[config.mk]
export PLATFORM = sky130hd
export DESIGN_NAME = bcd_digit_entry
export DESIGN_NICKNAME = d
export VERILOG_FILES = /design/src/rtl/entry_pkg.sv /design/src/rtl/key_debounce.sv /design/src/rtl/bcd_digit_entry.sv
export SDC_FILE = /design/constraint.sdc
export NUM_CORES = 1
export LEC_CHECK = 0
export BUFFER_PORTS_ARGS = -buffer_cell sky130_fd_sc_hd__buf_2
export CORE_AREA = 2 2 94 96
export DETAILED_ROUTE_END_ITERATION = 10
export DIE_AREA = 0 0 96 98
export GPL_TIMING_DRIVEN = 0
export PLACE_DENSITY = 0.82
export SKIP_LAST_GASP = 1
export SLEW_MARGIN = 0
export SYNTH_ARGS = -nofsm -noshare
export SYNTH_HDL_FRONTEND = slang
export SYNTH_SLANG_ARGS = --single-unit
[constraint.sdc]
create_clock -name MAX10_CLK1_50 -period 2.15 [get_ports MAX10_CLK1_50]
set_input_delay 0.215 -clock MAX10_CLK1_50 [delete_from_list [all_inputs] [get_ports MAX10_CLK1_50]]
set_output_delay 0.215 -clock MAX10_CLK1_50 [all_outputs]
set_load 0.01 [all_outputs]
[src/rtl/entry_pkg.sv]
// ----------------------------------------------------------------------------
// entry_pkg
// Shared constants and types for the six-digit BCD entry block.
//   NUM_DIGITS   : number of seven-segment digits driven (HEX5..HEX0)
//   DIGIT_W      : bits per BCD digit
//   digit_t      : one BCD digit nibble
//   CURSOR_RESET : one-hot cursor after reset (HEX5 selected)
// ----------------------------------------------------------------------------
package entry_pkg;

    localparam int NUM_DIGITS = 6;
    localparam int DIGIT_W    = 4;

    typedef logic [DIGIT_W-1:0] digit_t;

    localparam logic [NUM_DIGITS-1:0] CURSOR_RESET = 6'b100000;

endpackage

[src/rtl/key_debounce.sv]
// ----------------------------------------------------------------------------
// key_debounce
// Two-flop synchronizer, debounce counter and falling-edge press pulse for one
// raw active-low push-button.
// Ports:
//   clk   : system clock, rising edge
//   rst   : synchronous active-high reset
//   key   : raw asynchronous key level (0 = pressed)
//   press : one-cycle registered pulse on an accepted 1->0 transition
//   level : debounced stable key level
// ----------------------------------------------------------------------------
module key_debounce #(
    parameter int DEBOUNCE_CYCLES = 500000
) (
    input  logic clk,
    input  logic rst,
    input  logic key,
    output logic press,
    output logic level
);

    localparam int               CNT_W    = $clog2(DEBOUNCE_CYCLES + 1);
    localparam logic [CNT_W-1:0] CNT_LAST = CNT_W'(DEBOUNCE_CYCLES - 1);

    logic             sync_p0;
    logic             sync_p1;
    logic [CNT_W-1:0] cnt;
    logic             stable;

    always_ff @(posedge clk) begin
        if (rst) begin
            sync_p0 <= 1'b1;
            sync_p1 <= 1'b1;
            stable  <= 1'b1;
            cnt     <= '0;
            press   <= 1'b0;
        end else begin
            // synchronizer stage
            sync_p0 <= key;
            sync_p1 <= sync_p0;
            // debounce stage: the level must disagree for DEBOUNCE_CYCLES
            // consecutive cycles; any agreement restarts the count
            press <= 1'b0;
            if (sync_p1 == stable) begin
                cnt <= '0;
            end else if (cnt == CNT_LAST) begin
                stable <= sync_p1;
                cnt    <= '0;
                // only the release->pressed direction is a press
                press  <= ~sync_p1;
            end else begin
                cnt <= cnt + CNT_W'(1);
            end
        end
    end

    assign level = stable;

endmodule

[src/rtl/bcd_digit_entry.sv]
// ----------------------------------------------------------------------------
// bcd_digit_entry
// Button-driven entry of six BCD digits with a blinking cursor.
// KEY[0] advances the one-hot cursor HEX5 -> HEX0 (wrapping), KEY[1]
// increments the digit under the cursor (wrapping DIGIT_MAX -> 0).
// Ports:
//   MAX10_CLK1_50 : system clock, rising edge
//   RESET         : synchronous active-high reset
//   KEY[1:0]      : raw active-low buttons (0 = advance, 1 = increment)
//   DIGITS[23:0]  : six BCD digits, [23:20] = HEX5 ... [3:0] = HEX0
//   CURSOR[5:0]   : one-hot selected digit, bit 5 = HEX5
//   BLANK[5:0]    : CURSOR gated by the blink phase
//   PRESS[1:0]    : registered one-cycle pulses of accepted presses
// ----------------------------------------------------------------------------
module bcd_digit_entry
    import entry_pkg::*;
#(
    parameter int                            DEBOUNCE_CYCLES = 500000,
    parameter int                            BLINK_CYCLES    = 12500000,
    parameter int                            DIGIT_MAX       = 9,
    parameter logic [NUM_DIGITS*DIGIT_W-1:0] RESET_DIGITS    = 24'h000000
) (
    input  logic                            MAX10_CLK1_50,
    input  logic                            RESET,
    input  logic [1:0]                      KEY,
    output logic [NUM_DIGITS*DIGIT_W-1:0]   DIGITS,
    output logic [NUM_DIGITS-1:0]           CURSOR,
    output logic [NUM_DIGITS-1:0]           BLANK,
    output logic [1:0]                      PRESS
);

    localparam int            BW         = $clog2(BLINK_CYCLES + 1);
    localparam logic [BW-1:0] BLINK_LAST = BW'(BLINK_CYCLES - 1);
    localparam digit_t        DMAX       = digit_t'(DIGIT_MAX);

    // Wrap at DIGIT_MAX; an out-of-range nibble (bad reset value) also
    // wraps to 0 so digits return to the legal range on first edit.
    function automatic digit_t digit_inc(input digit_t d);
        return (d >= DMAX) ? '0 : d + digit_t'(1);
    endfunction

    logic [1:0] db_press;
    logic [1:0] level_unused;

    for (genvar k = 0; k < 2; k++) begin : g_key
        key_debounce #(
            .DEBOUNCE_CYCLES(DEBOUNCE_CYCLES)
        ) u_db (
            .clk   (MAX10_CLK1_50),
            .rst   (RESET),
            .key   (KEY[k]),
            .press (db_press[k]),
            .level (level_unused[k])
        );
    end

    logic [NUM_DIGITS*DIGIT_W-1:0] digits_q, digits_d;
    logic [NUM_DIGITS-1:0]         cursor_q, cursor_d;
    logic [NUM_DIGITS-1:0]         blank_q, blank_d;
    logic [1:0]                    press_q;
    logic [BW-1:0]                 bcnt_q, bcnt_d;
    logic                          phase_q, phase_d;

    always_comb begin
        digits_d = digits_q;
        cursor_d = cursor_q;
        bcnt_d   = bcnt_q;
        phase_d  = phase_q;

        // increment acts on the cursor as it was before any advance this edge
        for (int i = 0; i < NUM_DIGITS; i++) begin
            if (press_q[1] && cursor_q[i]) begin
                digits_d[i*DIGIT_W +: DIGIT_W] = digit_inc(digits_q[i*DIGIT_W +: DIGIT_W]);
            end
        end

        if (press_q[0]) begin
            cursor_d = {cursor_q[0], cursor_q[NUM_DIGITS-1:1]};
        end

        // any press restarts the blink so the edited digit is visible at once
        if (|press_q) begin
            bcnt_d  = '0;
            phase_d = 1'b0;
        end else if (bcnt_q == BLINK_LAST) begin
            bcnt_d  = '0;
            phase_d = ~phase_q;
        end else begin
            bcnt_d = bcnt_q + BW'(1);
        end

        blank_d = phase_d ? cursor_d : '0;
    end

    always_ff @(posedge MAX10_CLK1_50) begin
        if (RESET) begin
            digits_q <= RESET_DIGITS;
            cursor_q <= CURSOR_RESET;
            blank_q  <= '0;
            press_q  <= '0;
            bcnt_q   <= '0;
            phase_q  <= 1'b0;
        end else begin
            // PRESS is held one cycle and consumed at the following edge
            digits_q <= digits_d;
            cursor_q <= cursor_d;
            blank_q  <= blank_d;
            press_q  <= db_press;
            bcnt_q   <= bcnt_d;
            phase_q  <= phase_d;
        end
    end

    assign DIGITS = digits_q;
    assign CURSOR = cursor_q;
    assign BLANK  = blank_q;
    assign PRESS  = press_q;

endmodule

After elaboration in Yosys (flattened, before gate mapping)
Cells that the tools add are included.
Widths: inputs -> output; s select.
- add/subtract/negate cells: 9
- multiply operators: 0
- div/mod/pow operators: 0
- $lt $le $gt $ge: 6
- eq/ne operators: 5
- shift-type cells: 0
- mux-type cells: 9
- bitwise gates (word level): 8
- reduce and logical (&&, ||, !) cells: 15
- operators by type and width (kind ; count):
    $add 19x1->19 const B ; 2
    $eq 19x19->1 const B ; 2
    $add 24x1->24 const B ; 1
    $add 4x1->4 const B ; 6
    $eq 24x24->1 const B ; 1
    $ge 4x4->1 const B ; 6
    $mux 4 ; 6
    $reduce_or 3->1 ; 4
    $not 1->1 ; 8
    $logic_and 1x1->1 ; 6
    $mux 6 ; 1
    $reduce_and 2->1 ; 2
    $reduce_or 2->1 ; 2
    $reduce_or 4->1 ; 1
    $eq 1x1->1 ; 2
    $mux 1 ; 2
- bits in registers: 109
- latch bits: 0
- RAM bits: 0
- bits in read-only memories: 0
- input port bits: 4
- output and inout bits: 38
- word-level logic and storage cells: 73
- memories: 0

Longest topological paths before layout
- depth after elaboration: 5
- depth in mapped cells: 7
- gate-level depth less buffers: 5

By module
Synthesis repeated with hierarchy kept, for this count alone.
- cells, all modules: 565
- area, all modules: 4969.8 sq um
- by module, submodules not included (module ; instances ; cells each ; area each (sq um) ; seq. area each (sq um)):
    bcd_digit_entry ; 1 ; 343 ; 2937.8 ; 1261.2
    key_debounce ; 2 ; 111 ; 1016.0 ; 460.4

Least setup slack after synthesis
Ideal clock, no wire load.
- path type: register -> register
- start point: register g_key[0].u_db.cnt[6]
- end point: register g_key[0].u_db.cnt[10]
- setup time: 0.115 ns
- arrival: 1.835 ns
- data required time: 2.035 ns
- path slack: 0.200 ns
- cell stages (with the launch flop): 6
- buffers on the path: 1
- clock period less this slack: 1.950 ns
- cells stage by stage: dfxtp_1 -> or4_1 -> or4_4 -> o211ai_4 -> buf_8 -> nor2_1
- longest elaborated chain between the ends: 2
- elaborated cells between the ends (all ways): 3
- classes of those cells: 1 x add/sub; 1 x eq/ne; 1 x reduce/logical
- RTL lines (what ; RTL line ; text):
    start: declaration ; key_debounce.sv:27 ; logic [CNT_W-1:0] cnt;
    start signal: assignment ; key_debounce.sv:52 ; cnt <= cnt + CNT_W'(1);
    branches (longest 2 deep; another with $add 19x1->19) ; -- ;
Several ways; the timed one is not identified.
A chain may end at the register's enable or synchronous reset.

Final worst setup path
- start point: register g_key[0].u_db.cnt[5]
- end point: register g_key[0].u_db.cnt[0]
- longest elaborated chain between the ends: 2
- RTL lines (what ; RTL line ; text):
    $eq 19x19->1 ; key_debounce.sv:46 ; end else if (cnt == CNT_LAST) begin
    $reduce_or 3->1 (no source line) ; -- ;
Every way passes these cells.

==> impl_metrics.py <==
metrics = {
    "logic_synthesis": {
        "synth_top_area_share_pct": 45.2,
        "ys_seq_area_share_pct": 45.2,
        "syn_area_mm2": 0.00482,
        "synth-async-reset-ratio_pct": 0,
        "synth-edff-count": 0,
        "netlist_instances": 549,
        "yosys_warnings": 0,
        "ys_types": 40,
        "ys_ff_latch": 109,
        "synth_nets": 574,
        "synth.area.top_cells": "dfxtp_1, nor2_1, ha_1",
        "synth.largest_area_cell": "dfxtp_1",
        "yosysMostFrequentCell": "dfxtp_1",
        "ys_top_cells_by_count": "dfxtp_1, nor2_1, nand3_1",
        "avgSynthCellArea_um2": 8.79,
        "yosys_most_used_dff": "dfxtp_1",
    },
    "power": {
        "p_leak_nw": 1.92,
        "switching_power_mw": 0.737,
        "p_per_area_mw_per_mm2": 615,
        "p_sw_share_pct": 22.1,
        "pwr-share-comb_pct": 1.7,
        "share_seq_of_total_power_pct": 61.0,
        "total_power_mw": 3.33,
        "p_int_mw": 2.60,
        "ir_drop_v": 0.000446,
        "p_clk_share_pct": 37.3,
    },
    "timing": {
        "report.final.slew_viol_count": 0,
        "finalClockSkew_ns": 0.0151,
        "rsz0062_at_grt": "false",
        "finalCritPeriodShare_pct": 95.6,
        "slew_headroom_pct": 60.2,
        "hold_viol_final": 0,
        "setup_viol": 0,
        "fmax_mhz": 487,
        "hold_slack_ns": 0.0268,
        "min_period_ns": 2.06,
        "worst_pin_slew_ns": 0.592,
    },
    "die": {
        "dieWidth_um": 96,
        "core_area_mm2": 0.00847,
        "initial_utilization_pct": 57.0,
        "die-area_mm2": 0.00941,
        "die_h_um": 98,
        "io_pins": 42,
        "rows": 34,
    },
    "drt": {
        "drt-initial-drc-count": 140,
        "routedWlPerCell_um": 13.6,
        "vias": 4049,
        "drtAntennaViolNets": 0,
        "drt-total-wl_mm": 9.72,
        "drt_drc_violations_left": 0,
        "vias_per_cell": 5.66,
        "first_pass_iters": 4,
    },
    "setup_path": {
        "rr_worst_depth": 5,
        "critPathSlowestCell": "or4_4",
        "crit_path_end_kind": "register",
        "crit_type": "reg -> reg",
        "r2r-end": "g_key[0].u_db.cnt[0]$_SDFF_PP0_",
        "critPathMaxFanout": 10,
        "reg2reg_slack_ns": 0.09,
        "arrival_ns": 2.31,
        "cp_cell_sequence": "or4_1 -> or4_4 -> o211ai_4 -> buf_8 -> nor2_1",
        "critPathMaxStageDelay_ns": 0.53,
        "required_ns": 2.41,
        "r2r-start": "g_key[0].u_db.cnt[5]$_SDFF_PP0_",
        "startpoint_type": "register",
    },
    "run": {
        "max_cap_violations": 0,
    },
    "grt": {
        "grt_pass1_vias": 3763,
        "grtUsageTotal_pct": 20.9,
        "grt_max_degree": 19,
        "antenna_found_initial": 0,
        "overflow": 0,
        "grt_pass1_wl_mm": 16.2,
    },
    "cells_and_area": {
        "fin_area_mm2": 0.00542,
        "area_growth_pct": 12.3,
        "seqCellArea_mm2": 0.00218,
        "drive_gt1_share_pct": 13.5,
        "antenna_cells": 0,
        "fin_nets": 628,
        "final_util_pct": 64.0,
        "fin_cells": 716,
        "multi_input_comb_area_mm2": 0.00253,
        "fillers": 721,
    },
    "cts": {
        "clock_latency_ns": 0.37,
        "cts.clk_slew.worst_paths_ns": 0.10,
        "hold_buffers": 0,
        "numClockSinks": 109,
        "tritoncts": "done",
        "htreeDepth": 3,
        "cts_buffers": 9,
        "cts_max_path_buffers": 2,
        "root_buffer": "clkbuf_8",
    },
    "place": {
        "placed_cell_area_mm2": 0.00516,
        "portBuffers": 41,
        "dp_cells": 698,
        "gp_congestion": 0.851,
        "hpwlAfterDp_mm": 6.89,
    },
    "worst_hold_path": {
        "min_path_cells": 2,
        "hold_start": "KEY[0]",
        "hold_path_end": "g_key[0].u_db.sync_p0$_SDFF_PP1_",
        "min_path_type": "in -> reg",
    },
    "run_status": {
        "status": "finished, final reports clean",
    },
}
==> power by group through the flow <==
stage          sequential (mW)  clock [mW]  combinational (mW)
6_report                  2.03        1.24              0.0572
5_1_grt                   2.04        1.35              0.0645
4_1_cts                   2.03        1.27              0.0550
3_5_place_dp              2.08           0              0.0535
3_3_place_gp              2.08           0              0.0519
2_1_floorplan             2.08           0              0.0376
==> worst max-delay path by stage <==
stage | from | to | cells after the start
floorplan | g_key[0].u_db.cnt[6]$_SDFF_PP0_ | g_key[0].u_db.cnt[10]$_SDFF_PP0_ | 5
global placement | bcnt_q[0]$_SDFF_PP0_ | bcnt_q[2]$_SDFF_PP0_ | 7
detailed placement | bcnt_q[0]$_SDFF_PP0_ | bcnt_q[14]$_SDFF_PP0_ | 7
CTS | g_key[0].u_db.cnt[7]$_SDFF_PP0_ | g_key[0].u_db.cnt[0]$_SDFF_PP0_ | 5
global route | bcnt_q[0]$_SDFF_PP0_ | bcnt_q[16]$_SDFF_PP0_ | 5
finish | g_key[0].u_db.cnt[5]$_SDFF_PP0_ | g_key[0].u_db.cnt[0]$_SDFF_PP0_ | 5
==> through the flow <==
step | setup WS [ns] | TNS, ns
floorplan | 0.200 | 0
global placement | -0.0308 | -0.202
detailed placement | -0.0767 | -1.34
CTS | 0.0106 | 0
global route | 0.00220 | 0
finish | 0.0946 | 0
==> kinds of logic (layout without fill, tap and decap cells) <==
logic type,Yosys count,after routing,synth area share (%)
multiplexers,6,6,1.25
AND/OR/NAND/NOR,262,262,28.0
buffers and inverters,35,94,3.01
flip-flops,109,109,45.2
AO/OA/AOI/OAI,66,66,8.02
XOR/XNOR,50,50,9.08
adder cells (fa/ha/maj),21,21,5.45
==> layer usage <==
layer	share of wire (%)	vias to the layer above	GRT usage (%)
met5	0	-	0
met3	4.7	8	4.09
li1	-	2021	-
met4	0.69	0	5.38
met1	43	1927	26.4
met2	51	93	36.0
==> cell usage in the layout (no fill, tap or decap), types with 2 or more instances in the layout <==
cell type and n:
buf_2 42, clkbuf_2 2, xor2_1 27, ha_1 20, and3_1 7, clkbuf_1 10
or4_1 16, mux2i_1 6, and4_1 10, o21ai_0 16, nor3_1 6, nor3b_1 6
nand3_1 45, o31ai_1 10, nand4_1 17, nor2b_1 2, xnor2_1 23, clkbuf_8 9
nor4_1 3, inv_1 19, buf_4 3, nand2_1 43, dfxtp_1 107, nor2_1 82
or2_2 5, dfxtp_2 2, inv_6 3, or3_1 8, a21oi_1 32, nor4b_1 3
==> flip-flops by register name, indices dropped and copies added, names as in the netlist, 2 cells and up <==
name / flops
CURSOR: 6
g_key.u_db.sync_p0: 2
PRESS: 2
bcnt_q: 24
g_key.u_db.cnt: 38
DIGITS: 24
g_key.u_db.sync_p1: 2
g_key.u_db.press: 2
g_key.u_db.level: 2
BLANK: 6
==> critical path, delay by kind of cell (launching register included) <==
family / cells / cell delay, ns
AND/OR/NAND/NOR: 3 / 1.05
buffers and inverters: 1 / 0.17
flip-flops: 1 / 0.39
AO/OA/AOI/OAI: 1 / 0.32
==> timing repair <==
action	CTS	global route
pin swaps	0	2
cloned	0	0
gates resized for setup	4	7
setup buffers	0	3
setup endpoints to repair	30	48
==> area by class of cell <==
cell class                 instances  area share (%)
sequential                       109            40.3
multi-input combinational        405            46.6
buffer                            14            1.32
clock buffer                      10            2.36
inverter                          20            1.39
tap                              108            2.49
clock inverter                     6            1.29
timing repair buffer              44            4.20
No activity file was read; power rests on OpenSTA's default activity.
